--- src/rtl/gen_m_pkg.sv ---
// Shared constants for the multi-channel pulse generator.
package gen_m_pkg;

  // Per-channel FSM encoding.
  typedef enum logic {
    ST_IDLE = 1'b0,
    ST_RUN  = 1'b1
  } state_t;

  // Channel mode select.
  localparam logic MODE_CONT = 1'b0;
  localparam logic MODE_ONE  = 1'b1;

  // Default geometry.
  localparam int CH_DEF = 4;
  localparam int W_DEF  = 11;

endpackage

--- src/rtl/gen_m_chan.sv ---
// Single pulse-generator channel: period/high-time counter paced by ce.
//
// state   | meaning
// --------+------------------------------------------------------------
// ST_IDLE | stopped; s=0, waits for start with a non-zero period
// ST_RUN  | counting ticks 0..xl-1; s high while cnt < hl
module gen_m_chan
  import gen_m_pkg::*;
#(
  parameter int W = W_DEF
) (
  input  logic         clk,
  input  logic         rst_n,
  input  logic         ce,
  input  logic [W-1:0] x,
  input  logic [W-1:0] h,
  input  logic         mode,
  input  logic         start,
  input  logic         stop,
  output logic         s,
  output logic         busy,
  output logic         done
);

  state_t       st, st_n;
  logic [W-1:0] cnt, cnt_n;
  logic [W-1:0] xl, xl_n;
  logic [W-1:0] hl, hl_n;
  logic         done_n;
  logic         wrap;

  // xl is never zero in RUN, so xl-1 cannot underflow where it matters.
  assign wrap = (cnt == xl - 1'b1);

  // Next-state logic: stop beats start, start beats ce.
  always_comb begin
    st_n   = st;
    cnt_n  = cnt;
    xl_n   = xl;
    hl_n   = hl;
    done_n = 1'b0;
    case (st)
      ST_IDLE: begin
        if (!stop && start && (x != '0)) begin
          st_n  = ST_RUN;
          cnt_n = '0;
          xl_n  = x;
          hl_n  = h;
        end
      end
      ST_RUN: begin
        if (stop) begin
          st_n  = ST_IDLE;
          cnt_n = '0;
        end else if (start) begin
          // Restart swallows a coincident ce; a zero period cannot run.
          cnt_n = '0;
          xl_n  = x;
          hl_n  = h;
          if (x == '0) st_n = ST_IDLE;
        end else if (ce) begin
          if (!wrap) begin
            cnt_n = cnt + 1'b1;
          end else if (mode == MODE_CONT) begin
            // New settings only take effect at a period boundary.
            cnt_n = '0;
            xl_n  = x;
            hl_n  = h;
            if (x == '0) st_n = ST_IDLE;
          end else begin
            st_n   = ST_IDLE;
            cnt_n  = '0;
            done_n = 1'b1;
          end
        end
      end
      default: st_n = ST_IDLE;
    endcase
  end

  // State and registered outputs, derived from next-state values.
  always_ff @(posedge clk) begin
    if (!rst_n) begin
      st   <= ST_IDLE;
      cnt  <= '0;
      xl   <= '0;
      hl   <= '0;
      s    <= 1'b0;
      busy <= 1'b0;
      done <= 1'b0;
    end else begin
      st   <= st_n;
      cnt  <= cnt_n;
      xl   <= xl_n;
      hl   <= hl_n;
      s    <= (st_n == ST_RUN) && (cnt_n < hl_n);
      busy <= (st_n == ST_RUN);
      done <= done_n;
    end
  end

endmodule

--- src/rtl/gen_m_nch.sv ---
// Multi-channel programmable pulse generator: CH independent channels.
module gen_m_nch
  import gen_m_pkg::*;
#(
  parameter int CH = CH_DEF,
  parameter int W  = W_DEF
) (
  input  logic          clk,
  input  logic          rst_n,
  input  logic          ce,
  input  logic [CH*W-1:0] x,
  input  logic [CH*W-1:0] h,
  input  logic [CH-1:0] mode,
  input  logic [CH-1:0] start,
  input  logic [CH-1:0] stop,
  output logic [CH-1:0] s,
  output logic [CH-1:0] busy,
  output logic [CH-1:0] done
);

  // One channel per bit; x and h are packed W bits per channel.
  for (genvar i = 0; i < CH; i++) begin : g_ch
    gen_m_chan #(.W(W)) u_chan (
      .clk   (clk),
      .rst_n (rst_n),
      .ce    (ce),
      .x     (x[i*W +: W]),
      .h     (h[i*W +: W]),
      .mode  (mode[i]),
      .start (start[i]),
      .stop  (stop[i]),
      .s     (s[i]),
      .busy  (busy[i]),
      .done  (done[i])
    );
  end

endmodule
--- config.mk ---
export PLATFORM = sky130hd
export DESIGN_NAME = gen_m_nch
export DESIGN_NICKNAME = d
export VERILOG_FILES = /design/src/rtl/gen_m_pkg.sv /design/src/rtl/gen_m_chan.sv /design/src/rtl/gen_m_nch.sv
export SDC_FILE = /design/constraint.sdc
export NUM_CORES = 1
export LEC_CHECK = 0
export BUFFER_PORTS_ARGS = -buffer_cell sky130_fd_sc_hd__buf_4
export CAP_MARGIN = 5
export CORE_MARGIN = 1.5
export CORE_UTILIZATION = 55
export CTS_CLUSTER_DIAMETER = 50
export DETAILED_ROUTE_END_ITERATION = 8
export PLACE_DENSITY = 0.76
export SYNTH_ARGS = -nofsm -noshare
export SYNTH_HDL_FRONTEND = slang
export SYNTH_SLANG_ARGS = --single-unit
--- constraint.sdc ---
create_clock -name clk -period 5.8 [get_ports clk]
set_input_delay 1.74 -clock clk [delete_from_list [all_inputs] [get_ports clk]]
set_output_delay 1.74 -clock clk [all_outputs]
set_load 0.005 [all_outputs]
# Word-level counts from Yosys, hierarchy flattened
# Index checks and enable logic that the tools add are counted.
# totals
reg_bits	144
inputBits	103
output_inout_bits	12
elab_cells	218
# op_classes
n_addsub	8
magnitude_cmp	4
n_eq_ne	24
muxes	116
n_bitwise	10
n_reduce_logical	32
# ops
operator	count
two-way mux 11 bit	68
case mux 11 bit (2 select lines)	12
adder 11 x 1 -> 11 bit (second input constant)	4
equality test 11 bit	4
logical NOT 11 bit	4
< comparator 11 bit	4
nonzero test 11 bit	4
subtractor 11 x 1 -> 11 bit (second input constant)	4
!= test 3 bit (second input constant)	12
two-way mux 1 bit	32
OR reduction 6 bit	4
AND reduction 5 bit	4
logical AND 1 bit	12
inverter 1 bit	10
!= test 2 x 1 -> 1 bit (second input constant)	4
!= test 2 bit (second input constant)	4
case mux 1 bit (2 select lines)	4
logical NOT 1 bit	4

# Logic depth before layout (Yosys ltp)
# logic_depth
word_depth	9
mapped_depth	21
depth_no_buf	19

# Cells and area by module
# Synthesis repeated with hierarchy kept, for this count alone.
# hier_totals
cells_unflattened	1096
hier_area_um2	9188.8
# by_module_without_submodules
module	n_inst	cells_each	area_per_inst_um2	seq_area_each_um2
gen_m_chan at g_ch[0].u_chan ...	2	294	2349.8	720.7
gen_m_chan at g_ch[3].u_chan	1	245	2253.4	720.7
gen_m_chan at g_ch[2].u_chan	1	263	2235.9	720.7

# Least setup slack after synthesis
# OpenSTA, ideal clock, no wires.
# synth_path
kind	input -> register
startpoint	input x[5]
endpoint	register g_ch[0].u_chan.s
setup_time_ns	0.087
t_arrival_ns	4.579
required_ns	5.713
path_slack_ns	1.133
path_stages	14
path_buffers	2
path_cell_list	or4_1 -> nor4_1 -> nor3_1 -> nand3_1 -> o41a_1 -> clkbuf_1 -> buf_2 -> mux2i_1 -> ha_1 -> a21o_1 -> a21o_1 -> a21oi_1 -> o211ai_1 -> nor4b_2
# synth_between
elab_chain_cells	9
word_cells_on_any_way	17
cone_classes	order compare (1); mux (12); reduce/logical (4)
# synth_lines
element	line	rtl
start: declaration	gen_m_nch.sv:11	input logic [CH*W-1:0] x,
branches (longest 8 deep; another with < comparator 11 bit)	-	
logical AND 1 bit *	gen_m_chan.sv:96	s <= (st_n == ST_RUN) && (cnt_n < hl_n);
end signal: assignment	gen_m_chan.sv:96	
end: declaration	gen_m_chan.sv:20	output logic s,
# Mark *: on every way between the ends.
# A chain may end at the register's enable or synchronous reset.

# Worst setup path after layout
# layout_path
startpoint	input x[36]
endpoint	register g_ch[3].u_chan.s
# layout_between
elab_chain_cells	9
word_cells_on_any_way	17
cone_classes	order compare (1); mux (12); reduce/logical (4)
# layout_lines
element	line
branches (longest 8 deep; another with < comparator 11 bit)	-
logical AND 1 bit *	gen_m_chan.sv:96
end signal: assignment	gen_m_chan.sv:96
end: declaration	gen_m_chan.sv:20
# Marked as above.

==> results.json <==
{
  "numCtsBuffers": 17,
  "r2r-end": "g_ch[1].u_chan.s",
  "crit_fanout": 6,
  "via_per_inst": 6.00,
  "io_pins": 115,
  "ir_drop_mv": 0.206,
  "synth_commonest_cells": "144 x dfxtp_1, 128 x nor2_1, 88 x mux2i_1, 87 x a31oi_1, 65 x nand3_1",
  "fin_area_mm2": 0.0106,
  "leakage_nw": 4.62,
  "ant_nets": 0,
  "slew_viol_final": 0,
  "synth-edff-count": 0,
  "synth_top_family_by_area": "simple AND/OR/NAND/NOR gates",
  "grt_pass1_wl_um": 37300,
  "synth_fa_ha_area_share_pct": 6.55,
  "p_clk_share_pct": 42.1,
  "max_freq_ghz": 0.223,
  "preCtsSetupSlack_ns": 0.907,
  "synth_warnings": 0,
  "vias": 8495,
  "crit_path_top_delay_cell": "nor4_1",
  "grt_max_degree": 74,
  "nNetsFinal": 1334,
  "swShare_pct": 26.8,
  "ys_types": 61,
  "synth_area_leaders": "dfxtp_1 31%, mux2i_1 9.6%, ha_1 6.5%, a31oi_1 5.9%, nor2_1 5.2%",
  "clockRootBuffer": "clkbuf_16",
  "min_from": "g_ch[2].u_chan.hl[4]",
  "synth_cells": 1127,
  "clkTransAtPathRegs_ns": 0.06,
  "worst-endpoint-arrival_ns": 4.85,
  "track_usage_pct": 25.9,
  "intPower_mw": 1.87,
  "start_util_pct": 55.9,
  "wl_per_cell_um": 15.7,
  "synth_top_flop_cell": "dfxtp_1",
  "first_pass_iters": 5,
  "cpPeakStageDelay_ns": 0.51,
  "die_w_um": 132,
  "synth_most_common_cell": "dfxtp_1",
  "dieArea_mm2": 0.0175,
  "drc": 0,
  "worst_setup_path_end_kind": "register",
  "avgSynthCellArea_um2": 8.14,
  "cp_data_required_time_ns": 6.17,
  "rows": 47,
  "netlist_area_mm2": 0.00917,
  "path_class": "input pin to register",
  "hold_class": "register to register",
  "final_cell_count_no_fill": 1416,
  "hold_violations": 0,
  "p_sw_mw": 0.686,
  "max_slew_margin_pct": 38.9,
  "critPathLaunchType": "input pin",
  "yosys.area.top_type": "dfxtp_1",
  "async_flop_share_pct": 0,
  "drtIter0Drc": 592,
  "holdBufCountCts": 0,
  "seqPwrFrac_pct": 41.5,
  "maxCapViolations": 0,
  "final_util_pct": 64.5,
  "area_growth_pct": 15.4,
  "numPortBuffers": 114,
  "routabilityCongestion": 0.885,
  "r2r_slack_ns": 1.47,
  "antenna_found_initial": 0,
  "period_needed_ns": 4.48,
  "synthXorXnorAreaFrac_pct": 5.64,
  "crit_top_cell": "buf_4",
  "timing.rr.start": "g_ch[1].u_chan.xl[0]",
  "setup_viol": 0,
  "combPwrFrac_pct": 16.3,
  "cts_setup_buffers": 0,
  "worstHoldEndpoint": "g_ch[2].u_chan.hl[4]",
  "setup_tns_ns": 0,
  "grt_pass1_vias": 7824,
  "ys_ff_latch": 144,
  "ff2ff_path_depth": 18,
  "synth_compound_area_share_pct": 18.4,
  "ctsResizeCount": 0,
  "clk_latency_ns": 0.43,
  "postSynthNetCount": 1278,
  "htree_levels": 4,
  "dp_hpwl_um": 16200,
  "worst_slew_pin_slew_ns": 0.914,
  "synthMuxAreaShare_pct": 9.61,
  "dp_cells": 1384,
  "cts.sink_count": 144,
  "synth_top_area_share_pct": 31.4,
  "die_h_um": 132,
  "finalCritPeriodShare_pct": 77.3,
  "placed_area_mm2": 0.0100,
  "seq_area_frac_synth_pct": 31.4,
  "cp_cell_sequence": "buf_4, nor4_1, a31oi_1, nand2_1, o22ai_1, a21oi_2, buf_4, mux2i_1, ha_1, a21o_1, a21oi_1, nor2_1, a211oi_1, o211a_1",
  "yosys.area_share.simple_pct": 23.0,
  "worstHoldPathCells": 2,
  "status": "completed",
  "layout-drive-gt1-share_pct": 14.3,
  "fin_skew_ns": 0.00504,
  "grt_setup_unrepaired": "false",
  "setup_slack_ns": 1.32,
  "power_density_mw_per_mm2": 242,
  "cts_tree": "yes",
  "overflow": 0,
  "floorplan.core_area_mm2": 0.0164,
  "clockBufferDepth": 2,
  "wirelength_um": 22200
}
[layout by cell type, fill, tap and decap left out, types with 4 or more instances in the layout]
| master | instances |
|---|---|
| nand2b_1 | 7 |
| nor4_1 | 15 |
| a32oi_1 | 5 |
| and2_1 | 17 |
| a211oi_1 | 4 |
| a211o_1 | 4 |
| or3_1 | 6 |
| a31oi_1 | 87 |
| nand4b_1 | 4 |
| o21a_1 | 7 |
| o31ai_1 | 6 |
| dfxtp_1 | 144 |
| nor2b_1 | 10 |
| nand3_1 | 65 |
| xnor2_1 | 47 |
| nand2_1 | 63 |
| buf_4 | 125 |
| xor2_1 | 12 |
| clkinvlp_4 | 5 |
| ha_1 | 48 |
| mux2i_1 | 88 |
| and4_1 | 9 |
| nand4_1 | 22 |
| nand3b_1 | 5 |
| a41oi_1 | 5 |
| a22o_1 | 4 |
| nor3_1 | 31 |
| and3_1 | 22 |
| a21o_1 | 16 |
| a21oi_1 | 55 |
| o22ai_1 | 5 |
| o21ai_0 | 32 |
| inv_1 | 23 |
| nor2_1 | 128 |
| clkbuf_16 | 17 |
[sequential cells by signal, indices dropped and copies added, names as in the netlist]
name / count
g_ch.u_chan.cnt: 44
g_ch.u_chan.xl: 44
g_ch.u_chan.busy: 4
g_ch.u_chan.done: 4
g_ch.u_chan.s: 4
g_ch.u_chan.hl: 44
[power by group through the flow]
stage | sequential [mW] | clock [mW] | combinational (mW)
2_1_floorplan | 1.07 | 0 | 0.295
3_3_place_gp | 1.08 | 0 | 0.406
3_5_place_dp | 1.08 | 0 | 0.414
4_1_cts | 1.06 | 1.09 | 0.417
5_1_grt | 1.07 | 1.13 | 0.466
6_report | 1.06 | 1.08 | 0.418
[per-layer routing]
metal / up-vias / global-route usage (%) / share of wire (%)
met2: 232 / 42.1 / 47
met1: 3980 / 34.4 / 47
met5: - / 0 / 0
met3: 34 / 4.31 / 4.7
met4: 0 / 9.69 / 1.9
li1: 4249 / - / -
[how the worst max path moves through the flow]
stage	startpoint	slack [ns]	end	cells past startpoint
final	x[36]	1.32	g_ch[3].u_chan.s	14
after global routing	x[21]	1.05	g_ch[1].u_chan.s	16
after CTS	x[36]	1.32	g_ch[3].u_chan.s	14
after detailed placement	x[36]	0.91	g_ch[3].u_chan.s	14
after global placement	x[5]	0.93	g_ch[0].u_chan.s	14
after floorplan	x[5]	1.13	g_ch[0].u_chan.s	14
[cells by family (layout without fill, tap and decap cells)]
kind of cell               after synthesis  after routing
muxes                                   88             88
xor gates and xnor gates                59             59
DFF                                    144            144
and+or+nand+nor                        416            416
adders and majority gates               48             48
buffers and inverters                  112            180
AOI/OAI and AO/OA                      260            260
other                                    0              1
[per-stage QoR]
stage	power, mW	hold slack (ns)
6_report	2.56	0.497
5_1_grt	2.66	0.536
4_1_cts	2.57	0.503
3_5_place_dp	1.50	0.489
3_3_place_gp	1.49	0.478
2_1_floorplan	1.37	0.464
[cell type report]
cell class | count | area [um^2]
fillers | 1403 | 5820
diodes | 1 | 2.50
multi-input cells | 871 | 5820
clock buffers | 21 | 460
flip-flops and latches | 144 | 2880
well taps | 220 | 275
inverters | 24 | 90.1
clock inverters | 10 | 113
repair buffers | 125 | 938
[worst max-delay path: cells and delay by family]
kind | cells | cell delay [ns]
fa+ha+maj | 1 | 0.29
mux | 1 | 0.26
buf+inv | 2 | 0.35
simple gates | 3 | 0.73
compound gates | 7 | 1.46
Note: power is estimated with default switching activity, not from simulation.
